===== config.mk =====
export PLATFORM = sky130hd
export DESIGN_NAME = eth_tx_frame_arbiter_flat
export DESIGN_NICKNAME = d
export VERILOG_FILES = /design/src/rtl/eth_arb_pkg.sv /design/src/rtl/eth_tx_frame_arbiter_if.sv /design/src/rtl/eth_tx_frame_arbiter.sv /design/src/flat_wrapper.sv
export SDC_FILE = /design/constraint.sdc
export NUM_CORES = 1
export LEC_CHECK = 0
export CAP_MARGIN = 20
export CORE_MARGIN = 8
export CORE_UTILIZATION = 45
export CTS_CLUSTER_SIZE = 28
export DETAILED_ROUTE_END_ITERATION = 8
export GPL_TIMING_DRIVEN = 0
export PLACE_DENSITY = 0.81
export SLEW_MARGIN = 30
export SYNTH_ARGS = -nofsm -noshare
export SYNTH_HDL_FRONTEND = slang
export SYNTH_SLANG_ARGS = --single-unit

===== constraint.sdc =====
create_clock -name clk -period 2.44 [get_ports clk]
set_clock_uncertainty 0.05 [all_clocks]
set_input_delay 0.488 -clock clk [delete_from_list [all_inputs] [get_ports clk]]
set_output_delay 0.488 -clock clk [all_outputs]
set_load 0.1 [all_outputs]

===== src/rtl/eth_arb_pkg.sv =====
// rtl/eth_arb_pkg.sv - shared state, constants and round-robin pick helper for the TX frame arbiter
package eth_arb_pkg;

    typedef enum logic [1:0] {
        IDLE  = 2'd0,
        XFER  = 2'd1,
        ABORT = 2'd2,
        DRAIN = 2'd3
    } arb_state_e;

    localparam int         MAX_PORTS   = 8;
    localparam int         PICK_W      = 3;
    localparam logic [7:0] ABORT_TDATA = 8'h00;

    typedef struct packed {
        logic              found;
        logic [PICK_W-1:0] idx;
    } rr_pick_t;

    // First set request scanning ptr, ptr+1, ... modulo nports; scanning
    // downwards lets the nearest candidate overwrite the farther ones.
    function automatic rr_pick_t rr_pick(input logic [MAX_PORTS-1:0] req,
                                         input logic [PICK_W-1:0]    ptr,
                                         input int                   nports);
        rr_pick_t res;
        int       idx;
        res = '0;
        for (int k = MAX_PORTS - 1; k >= 0; k--) begin
            if (k < nports) begin
                idx = int'(ptr) + k;
                if (idx >= nports) begin
                    idx = idx - nports;
                end
                if (req[idx[PICK_W-1:0]]) begin
                    res.found = 1'b1;
                    res.idx   = idx[PICK_W-1:0];
                end
            end
        end
        return res;
    endfunction

endpackage


===== src/rtl/eth_tx_frame_arbiter_if.sv =====
// rtl/eth_tx_frame_arbiter_if.sv - requester-side and MAC-side AXI-stream bundle of the TX frame arbiter
interface eth_tx_frame_arbiter_if #(
    parameter int PORTS = 4
);
    logic [PORTS*8-1:0] s_axis_tdata;
    logic [PORTS-1:0]   s_axis_tvalid;
    logic [PORTS-1:0]   s_axis_tready;
    logic [PORTS-1:0]   s_axis_tlast;
    logic [PORTS-1:0]   s_axis_tuser;

    logic [7:0]         m_axis_tdata;
    logic               m_axis_tvalid;
    logic               m_axis_tready;
    logic               m_axis_tlast;
    logic               m_axis_tuser;

    // The arbiter sinks the requester streams and sources the MAC stream.
    modport slave (
        input  s_axis_tdata, s_axis_tvalid, s_axis_tlast, s_axis_tuser,
        output s_axis_tready,
        output m_axis_tdata, m_axis_tvalid, m_axis_tlast, m_axis_tuser,
        input  m_axis_tready
    );

    modport master (
        output s_axis_tdata, s_axis_tvalid, s_axis_tlast, s_axis_tuser,
        input  s_axis_tready,
        input  m_axis_tdata, m_axis_tvalid, m_axis_tlast, m_axis_tuser,
        output m_axis_tready
    );

endinterface


===== src/rtl/eth_tx_frame_arbiter.sv =====
// rtl/eth_tx_frame_arbiter.sv - frame-level round-robin arbiter with stall watchdog feeding the GMII MAC TX stream
module eth_rr_pick
    import eth_arb_pkg::*;
#(
    parameter int PORTS = 4,
    parameter int IDX_W = 2
) (
    input  logic [PORTS-1:0] req_i,
    input  logic [IDX_W-1:0] ptr_i,
    output logic             found_o,
    output logic [IDX_W-1:0] idx_o
);
    logic [MAX_PORTS-1:0] req_ext;
    logic [PICK_W-1:0]    ptr_ext;
    rr_pick_t             pick;
    logic                 unused_pick_hi;

    always_comb begin
        req_ext              = '0;
        req_ext[PORTS-1:0]   = req_i;
        ptr_ext              = '0;
        ptr_ext[IDX_W-1:0]   = ptr_i;
        pick                 = rr_pick(req_ext, ptr_ext, PORTS);
    end

    assign found_o        = pick.found;
    assign idx_o          = pick.idx[IDX_W-1:0];
    assign unused_pick_hi = ^pick.idx;
endmodule

module eth_tx_frame_arbiter
    import eth_arb_pkg::*;
#(
    parameter int  PORTS          = 4,
    parameter int  TIMEOUT_CYCLES = 1024,
    parameter int  CNT_W          = 11,
    localparam int IDX_W          = (PORTS > 1) ? $clog2(PORTS) : 1
) (
    input  logic                   clk,
    input  logic                   rst_n,
    eth_tx_frame_arbiter_if.slave  axis,
    input  logic [PORTS-1:0]       cfg_port_enable,
    output logic                   stat_busy,
    output logic [IDX_W-1:0]       stat_grant_port,
    output logic                   stat_abort,
    output logic [IDX_W-1:0]       stat_abort_port
);
    localparam logic [CNT_W-1:0] STALL_LIMIT =
        (TIMEOUT_CYCLES == 0) ? '0 : CNT_W'(TIMEOUT_CYCLES - 1);
    localparam logic [IDX_W-1:0] LAST_PORT = IDX_W'(PORTS - 1);

    arb_state_e       state_q;
    logic [IDX_W-1:0] rr_ptr_q;
    logic [IDX_W-1:0] grant_q;
    logic [CNT_W-1:0] stall_cnt_q;
    logic             stat_abort_q;
    logic [IDX_W-1:0] stat_abort_port_q;

    logic [PORTS-1:0] req;
    logic             pick_found;
    logic [IDX_W-1:0] pick_idx;
    logic [7:0]       g_tdata;
    logic             g_tvalid;
    logic             g_tlast;
    logic             g_tuser;
    logic [IDX_W-1:0] next_ptr;

    assign req = axis.s_axis_tvalid & cfg_port_enable;

    eth_rr_pick #(
        .PORTS (PORTS),
        .IDX_W (IDX_W)
    ) u_rr_pick (
        .req_i   (req),
        .ptr_i   (rr_ptr_q),
        .found_o (pick_found),
        .idx_o   (pick_idx)
    );

    always_comb begin
        g_tdata = '0;
        for (int i = 0; i < PORTS; i++) begin
            if (grant_q == IDX_W'(i)) begin
                g_tdata = axis.s_axis_tdata[i*8 +: 8];
            end
        end
    end

    assign g_tvalid = axis.s_axis_tvalid[grant_q];
    assign g_tlast  = axis.s_axis_tlast[grant_q];
    assign g_tuser  = axis.s_axis_tuser[grant_q];
    assign next_ptr = (grant_q == LAST_PORT) ? '0 : grant_q + 1'b1;

    // Outputs decode straight from state_q so reset drops them without a clock.
    always_comb begin
        axis.m_axis_tdata  = '0;
        axis.m_axis_tvalid = 1'b0;
        axis.m_axis_tlast  = 1'b0;
        axis.m_axis_tuser  = 1'b0;
        axis.s_axis_tready = '0;
        case (state_q)
            XFER: begin
                axis.m_axis_tdata           = g_tdata;
                axis.m_axis_tvalid          = g_tvalid;
                axis.m_axis_tlast           = g_tlast;
                axis.m_axis_tuser           = g_tuser;
                axis.s_axis_tready[grant_q] = axis.m_axis_tready;
            end
            ABORT: begin
                axis.m_axis_tdata  = ABORT_TDATA;
                axis.m_axis_tvalid = 1'b1;
                axis.m_axis_tlast  = 1'b1;
                axis.m_axis_tuser  = 1'b1;
            end
            DRAIN: begin
                axis.s_axis_tready[grant_q] = 1'b1;
            end
            default: ;
        endcase
    end

    always_ff @(posedge clk or negedge rst_n) begin
        if (!rst_n) begin
            state_q           <= IDLE;
            rr_ptr_q          <= '0;
            grant_q           <= '0;
            stall_cnt_q       <= '0;
            stat_abort_q      <= 1'b0;
            stat_abort_port_q <= '0;
        end else begin
            stat_abort_q <= 1'b0;
            case (state_q)
                IDLE: begin
                    if (pick_found) begin
                        grant_q     <= pick_idx;
                        stall_cnt_q <= '0;
                        state_q     <= XFER;
                    end
                end
                XFER: begin
                    // Only a silent source counts; MAC backpressure keeps the count clear.
                    if (!g_tvalid) begin
                        if ((TIMEOUT_CYCLES != 0) && (stall_cnt_q == STALL_LIMIT)) begin
                            state_q <= ABORT;
                        end else begin
                            stall_cnt_q <= stall_cnt_q + 1'b1;
                        end
                    end else begin
                        stall_cnt_q <= '0;
                        if (axis.m_axis_tready && g_tlast) begin
                            rr_ptr_q <= next_ptr;
                            state_q  <= IDLE;
                        end
                    end
                end
                ABORT: begin
                    if (axis.m_axis_tready) begin
                        stat_abort_q      <= 1'b1;
                        stat_abort_port_q <= grant_q;
                        state_q           <= DRAIN;
                    end
                end
                DRAIN: begin
                    if (g_tvalid && g_tlast) begin
                        rr_ptr_q <= next_ptr;
                        state_q  <= IDLE;
                    end
                end
                default: state_q <= IDLE;
            endcase
        end
    end

    assign stat_busy       = (state_q != IDLE);
    assign stat_grant_port = grant_q;
    assign stat_abort      = stat_abort_q;
    assign stat_abort_port = stat_abort_port_q;
endmodule


===== src/flat_wrapper.sv =====
// flat-port wrapper written by rule: the top's interface ports become plain ports
module eth_tx_frame_arbiter_flat import eth_arb_pkg::*;
#(
    parameter int  PORTS          = 4,
    parameter int  TIMEOUT_CYCLES = 1024,
    parameter int  CNT_W          = 11,
    localparam int IDX_W          = (PORTS > 1) ? $clog2(PORTS) : 1
)
  (clk, rst_n, cfg_port_enable, stat_busy, stat_grant_port, stat_abort, stat_abort_port, axis_s_axis_tdata, axis_s_axis_tvalid, axis_s_axis_tlast, axis_s_axis_tuser, axis_s_axis_tready, axis_m_axis_tdata, axis_m_axis_tvalid, axis_m_axis_tlast, axis_m_axis_tuser, axis_m_axis_tready);
  eth_tx_frame_arbiter_if #(.PORTS(PORTS)) axis_i ();
  input  logic clk;
  input  logic rst_n;
  input  logic [PORTS-1:0] cfg_port_enable;
  output logic stat_busy;
  output logic [IDX_W-1:0] stat_grant_port;
  output logic stat_abort;
  output logic [IDX_W-1:0] stat_abort_port;
  input wire logic [$bits(axis_i.s_axis_tdata)-1:0] axis_s_axis_tdata;
  input wire logic [$bits(axis_i.s_axis_tvalid)-1:0] axis_s_axis_tvalid;
  input wire logic [$bits(axis_i.s_axis_tlast)-1:0] axis_s_axis_tlast;
  input wire logic [$bits(axis_i.s_axis_tuser)-1:0] axis_s_axis_tuser;
  output wire logic [$bits(axis_i.s_axis_tready)-1:0] axis_s_axis_tready;
  output wire logic [$bits(axis_i.m_axis_tdata)-1:0] axis_m_axis_tdata;
  output wire logic [$bits(axis_i.m_axis_tvalid)-1:0] axis_m_axis_tvalid;
  output wire logic [$bits(axis_i.m_axis_tlast)-1:0] axis_m_axis_tlast;
  output wire logic [$bits(axis_i.m_axis_tuser)-1:0] axis_m_axis_tuser;
  input wire logic [$bits(axis_i.m_axis_tready)-1:0] axis_m_axis_tready;
  assign axis_i.s_axis_tdata = axis_s_axis_tdata;
  assign axis_i.s_axis_tvalid = axis_s_axis_tvalid;
  assign axis_i.s_axis_tlast = axis_s_axis_tlast;
  assign axis_i.s_axis_tuser = axis_s_axis_tuser;
  assign axis_s_axis_tready = axis_i.s_axis_tready;
  assign axis_m_axis_tdata = axis_i.m_axis_tdata;
  assign axis_m_axis_tvalid = axis_i.m_axis_tvalid;
  assign axis_m_axis_tlast = axis_i.m_axis_tlast;
  assign axis_m_axis_tuser = axis_i.m_axis_tuser;
  assign axis_i.m_axis_tready = axis_m_axis_tready;
  eth_tx_frame_arbiter #(.PORTS(PORTS), .TIMEOUT_CYCLES(TIMEOUT_CYCLES), .CNT_W(CNT_W)) u_core (.clk(clk), .rst_n(rst_n), .axis(axis_i), .cfg_port_enable(cfg_port_enable), .stat_busy(stat_busy), .stat_grant_port(stat_grant_port), .stat_abort(stat_abort), .stat_abort_port(stat_abort_port));
endmodule

### Word level (Yosys, flattened, before mapping)

Cells that the tools add are included.

| word-level totals | value |
|---|---|
| register bits | 20 |
| logic and storage cells | 106 |

| operators by class | value |
|---|---|
| $add $sub $neg | 9 |
| order comparisons | 10 |
| equality and inequality tests | 15 |
| mux-type cells | 51 |
| bitwise operators | 2 |
| reduce and logical (&&, ||, !) cells | 13 |

Operators by type and width:

| operator | count |
|---|---|
| $mux W8 | 5 |
| $mux W11 | 3 |
| $ge A32 B4 Y1 const B | 1 |
| $pmux W11 S2 | 1 |
| $mux W2 | 10 |
| $lt A3 B4 Y1 const B | 4 |
| $mux W4 | 4 |
| $bmux W1 S3 | 4 |
| $mux W3 | 4 |
| $add A11 B1 Y11 const B | 1 |
| $eq A11 B10 Y1 const B | 1 |
| $mux W1 | 10 |
| $sub A3 B3 Y3 const B | 3 |
| $and A4 B4 Y4 | 2 |
| $eq A2 B2 Y1 const B | 4 |
| $pmux W2 S4 | 1 |
| $pmux W4 S2 | 1 |
| $add A2 B2 Y3 const B | 2 |
| $bmux W1 S2 | 3 |
| $ge A3 B3 Y1 const B | 2 |
| $ne A2 B1 Y1 const B | 3 |
| $pmux W1 S2 | 3 |
| $reduce_bool A2 Y1 | 3 |
| $reduce_and A5 Y1 | 1 |
| other kinds (18) | 24 |

### Longest topological paths before layout

| logic depth | value |
|---|---|
| depth after elaboration | 11 |
| depth in mapped cells | 8 |

### Modules after synthesis

A second synthesis with hierarchy kept.

| second synthesis, totals | value |
|---|---|
| cell total of the unflattened synthesis | 223 |
| area, all modules | 1889.3 um2 |

By module, submodules not included:

| module | instances | cells an instance | area each (um2) | seq. area each (um2) |
|---|---|---|---|---|
| eth_tx_frame_arbiter | 1 | 188 | 1629.1 | 500.5 |
| eth_rr_pick | 1 | 35 | 260.2 | 0.0 |

### Worst setup path before layout

OpenSTA, ideal clock, no wires.

| timing | value |
|---|---|
| kind | register to output |
| start point | register u_core.grant_q[1] (netlist: u_core.stat_grant_port[1]) |
| end point | output port axis_s_axis_tready[2] |
| arrival time | 3.196 ns |
| required time | 1.902 ns |
| slack | -1.294 ns |
| cell stages (with the launch flop) | 5 |
| path buffers | 2 |
| cell sequence | dfrtp_1 > ha_1 > clkbuf_1 > clkbuf_1 > nor2b_1 |

| on the way | value |
|---|---|
| longest elaborated chain between the ends | 6 |
| elaborated cells on any way between the ends | 7 |
| classes of those cells | order compare: 2; mux: 3; bitwise: 1; reduce/logical: 1 |

RTL lines:

| what | line | RTL |
|---|---|---|
| start: declaration | eth_tx_frame_arbiter.sv:54 | `logic [IDX_W-1:0] grant_q;` |
| start signal: assignment | eth_tx_frame_arbiter.sv:135 | `grant_q <= pick_idx;` |
| $lt A2 B3 Y1 (implied by the code) / $ge A2 B1 Y1 (equally long branches) | eth_tx_frame_arbiter.sv:107, eth_tx_frame_arbiter.sv:116 |  |
| $logic_and A1 B1 Y1 (implied by the code) | eth_tx_frame_arbiter.sv:107, eth_tx_frame_arbiter.sv:116 |  |
| $mux W1 (implied by the code) | eth_tx_frame_arbiter.sv:107, eth_tx_frame_arbiter.sv:116 |  |
| $demux W1 S2 * | -- |  |
| $and A4 B4 Y4 (no source line) | -- |  |
| $pmux W4 S2 * | eth_tx_frame_arbiter.sv:101 | `case (state_q)` |
| end: declaration | flat_wrapper.sv:22 | `output wire logic [$bits(axis_i.s_axis_tready)-1:0] axis_s_axis_tready;` |

Every way passes the cells marked *; elsewhere a longest branch is shown, timed or not.

### Worst setup path after layout

| timing | value |
|---|---|
| start point | register u_core.grant_q[0] (netlist: u_core.stat_grant_port[0]) |
| end point | output port axis_m_axis_tdata[2] |

| on the way | value |
|---|---|
| longest elaborated chain between the ends | 6 |
| elaborated cells on any way between the ends | 9 |
| classes of those cells | eq/ne: 3; mux: 5; reduce/logical: 1 |

RTL lines:

| what | line | RTL |
|---|---|---|
| $logic_not A2 Y1 | eth_tx_frame_arbiter.sv:83 | `if (grant_q == IDX_W'(i)) begin` |
| $mux W8 (3 in a row) | eth_tx_frame_arbiter.sv:83 |  |
| $mux W8 * | eth_tx_frame_arbiter.sv:83 |  |
| $mux W8 * | eth_tx_frame_arbiter.sv:101 |  |
| end: declaration | flat_wrapper.sv:23 | `output wire logic [$bits(axis_i.m_axis_tdata)-1:0] axis_m_axis_tdata;` |

Marked as above.

==> impl_results.md <==
- Failing checks: setup timing
- PortBufs: 71
- Main combinational cell family by area after synthesis: compound AO/OA/AOI/OAI gates
- Period minus WS final: 2.54 ns
- Final hold vios: 0
- Die Area: 6590 um2
- Synth warn: 0
- Post-synth EDFFs: 0
- PwrDens: 1470 nW/um2
- Synth Net Count: 288
- Vias in the first global route: 2,018
- Tcrit/Tclk final: 104%
- Detail Route Antenna Nets: 0
- Startpoint types: flop
- Synthesis-stage register bit count: 20
- Via count: 2,192
- NumNets Final: 380
- Num CTS Buffers: 3
- Worst Max-Slew Pin Slew: 1.00 ns
- Arrival @ worst endpoint: 2.00 ns
- Crit Path Category: reg -> out
- WL/cell: 18.4 um
- GR Overflow Total: 0
- Initial Util: 47.1%
- Max-cap viol count: 0
- CP peak stage delay: 0.54 ns
- DP Wirelength: 4820 um
- Clk_lat worst skew: 0.25 ns
- Core area: 4060 um2
- Avg Inst Size Synth: 8.42 um2
- Clk buf depth: 2
- Final Setup Violations: 9
- Status: complete, but fails checks
- Clk root buf: clkbuf_8
- Post-synthesis compound-gate area fraction: 29.9%
- Post-Syn Area: 1910 um2
- First-pass GRT wire length: 10,300 um
- CTS H-Tree Depth: 1
- Final WL: 6780 um
- RD Place Congestion: 0.848
- Count of cell types in the netlist: 47
- Hold crit path type: in -> async
- Initial antenna violation count: 0
- Post-placement cell area: 2770 um2
- P_leak: 0.00132 uW
- Initial DRC count: 137
- # diodes: 0
- Total GRT Usage: 19.5%
- Most used DFF post-synth: dfrtp_1
- Slew HR: 33.1%
- Final Power: 4700 uW
- FMAX: 394 MHz
- Xor/xnor share of the synthesized area: 0%
- Unrepaired setup endpoints after global routing: true
- Cts hold-fix bufs: 0
- Setup crit end kind: output port
- Gate Count Post-Synth: 227
- Max-slew violations: 0
- Area leader, netlist: dfrtp_1
- Clk pin slew, worst setup/hold paths: 0.07 ns
- Fill count: 259
- # rows: 23
- DR pass1 iterations: 5
- Dominant cells by area after synthesis: dfrtp_1 (26%), a21oi_1 (7.3%), ha_1 (6.5%)
- Largest net degree at the start of global routing: 21
- CTS tree: yes
- Worst Path Max Fanout: 7
- Max IR drop VDD: 990 uV
- I/O Pins: 72
- Post-synthesis sequential area ratio: 26.2%
- Area Overhead vs Synth: 67.4%
- Async SR Flop Fraction: 100%
- Adder-cell area share of the yosys netlist: 6.55%
- Slowest cell on the critical path: dfrtp_4
- Fin area: 3200 um2
- Die H: 81.2 um
- Sinks on Clock Net: 20
- Final worst slack: -0.0995 ns
- Die boundary width: 81.2 um
- Simple-Gate Fraction of Synth Area: 24.3%
- Post-synthesis mux area share: 7.33%
- Via density: 5.96
- CP Cell Sequence: ha_4 > buf_4 > nand3b_1 > a21oi_2 > a21oi_1 > o21ai_1 > and2_4 > buf_12
- Worst EP required: 1.90 ns
- Yosys top cell area share: 26.2%
- Share of cells above drive strength 1: 33.3%
- Post-route DRC: 0
-- area by class of cell --
type	count	area [um2]	share of cell area [%]
plain buffers	9	75.1	2.35
clock buffers	4	45.0	1.41
inverters	8	37.5	1.17
multi-input cells	185	1510	47.3
flip-flops and latches	20	508	15.9
well taps	50	62.6	1.96
repair buffers	92	956	29.9
-- per-stage QoR --
| step | std cells | utilization [%] | worst slack [ns] | setup TNS, ns | hold WS [ns] |
|---|---|---|---|---|---|
| 2_1_floorplan | 227 | - | 0.00706 | 0 | 0.142 |
| 6_report | 368 | 78.8 | -0.0995 | -0.323 | 0.123 |
| 4_1_cts | 361 | 75.9 | -0.0234 | -0.0619 | 0.439 |
| 3_3_place_gp | 348 | 68.2 | -0.998 | -16.79 | 0.409 |
| 3_5_place_dp | 348 | 68.2 | -1.00 | -17.57 | 0.423 |
| 5_1_grt | 368 | 78.8 | -0.167 | -1.19 | 0.148 |
-- cells in the mapped netlist, drive strengths merged (3+ instances only) --
cell type	n
inv	8
clkbuf	9
a21oi	28
o211ai	3
nand2	32
nor2b	7
o21a	3
nand3b	11
ha	10
mux4	4
o41ai	3
buf	5
o21ai	17
dfrtp	20
and2	13
a31oi	3
o31ai	13
o2111a	3
nand3	9
-- sequential cells by signal, summed over array words and instances, names as in the netlist, named ones only --
name                    count
u_core.stall_cnt_q         11
u_core.rr_ptr_q             2
u_core.stat_abort_port      2
u_core.stat_grant_port      2
u_core.stat_abort           1
u_core.state_q              1
-- worst max-delay path: cells and delay by family, from the launching register on --
family                     cells  cell delay (ns)
DFF                            1             0.54
AOI/OAI and AO/OA              3             0.37
and+or+nand+nor                2             0.33
buffers and inverters          2             0.29
adders and majority gates      1             0.20
-- report_power, final --
part / internal (uW) / switching, uW
clock network: 116 / 98.5
logic: 1570 / 2390
registers: 421 / 102
total: 2110 / 2590
-- cell usage in the layout (no fill, tap or decap), types with 2 or more instances in the layout --
cell	n
o31ai_4	2
nor2b_4	6
o21a_1	2
nand3b_1	11
mux4_2	4
ha_1	6
a21oi_2	8
clkbuf_1	2
buf_4	18
a21o_1	2
ha_4	4
clkbuf_8	6
nand2_1	32
a31oi_1	3
o2111a_1	2
clkdlybuf4s50_1	48
and3_1	2
o31ai_2	7
buf_12	10
buf_6	5
o41ai_2	2
nor2_1	2
o31ai_1	4
inv_1	6
and2_1	4
clkbuf_4	2
o21ai_1	9
buf_2	7
mux2_2	2
dfrtp_4	2
a21oi_1	19
dfrtp_1	18
dlygate4sd2_1	6
mux2i_1	2
o21ai_0	8
and2_4	9
nand3_1	9
o211ai_1	3
nand4_1	2
-- metal layers --
metal	GRT usage, %	vias to the layer above	share of wire, %
met4	3.04	0	1.2
met2	33.0	122	49
li1	-	1023	-
met1	26.2	1037	41
met5	0	-	0
met3	2.76	10	9.0
-- path summary, 6_finish.rpt --
check                                          start                        end  slack, ns  cells past startpoint
min in group clk           u_core.stat_abort_port[0]  u_core.stat_abort_port[0]       0.44                      2
hold reg to reg            u_core.stat_abort_port[0]  u_core.stat_abort_port[0]       0.44                      2
setup reg to reg           u_core.stat_grant_port[1]      u_core.stall_cnt_q[9]       0.06                      7
hold / removal                                 rst_n      u_core.stall_cnt_q[4]       0.12                      1
max in group asynchronous                      rst_n  u_core.stat_grant_port[1]       1.87                      1
setup / recovery           u_core.stat_grant_port[0]       axis_m_axis_tdata[2]       -0.1                      8
-- kinds of logic (layout without fill, tap and decap cells) --
kind of cell | Yosys count | count (layout)
flip-flops | 20 | 20
AO/OA/AOI/OAI | 82 | 82
buffers and inverters | 22 | 113
AND/OR/NAND/NOR | 85 | 85
adder cells (fa/ha/maj) | 10 | 10
multiplexers | 8 | 8
-- what timing repair did --
action	CTS	global route
pin swaps	7	5
gates cloned	2	0
setup endpoints to repair	28	24
endpoints found under the hold margin	0	0
gates resized for setup	158	22
setup buffers	10	9
Power figures use the tool's default switching activity.
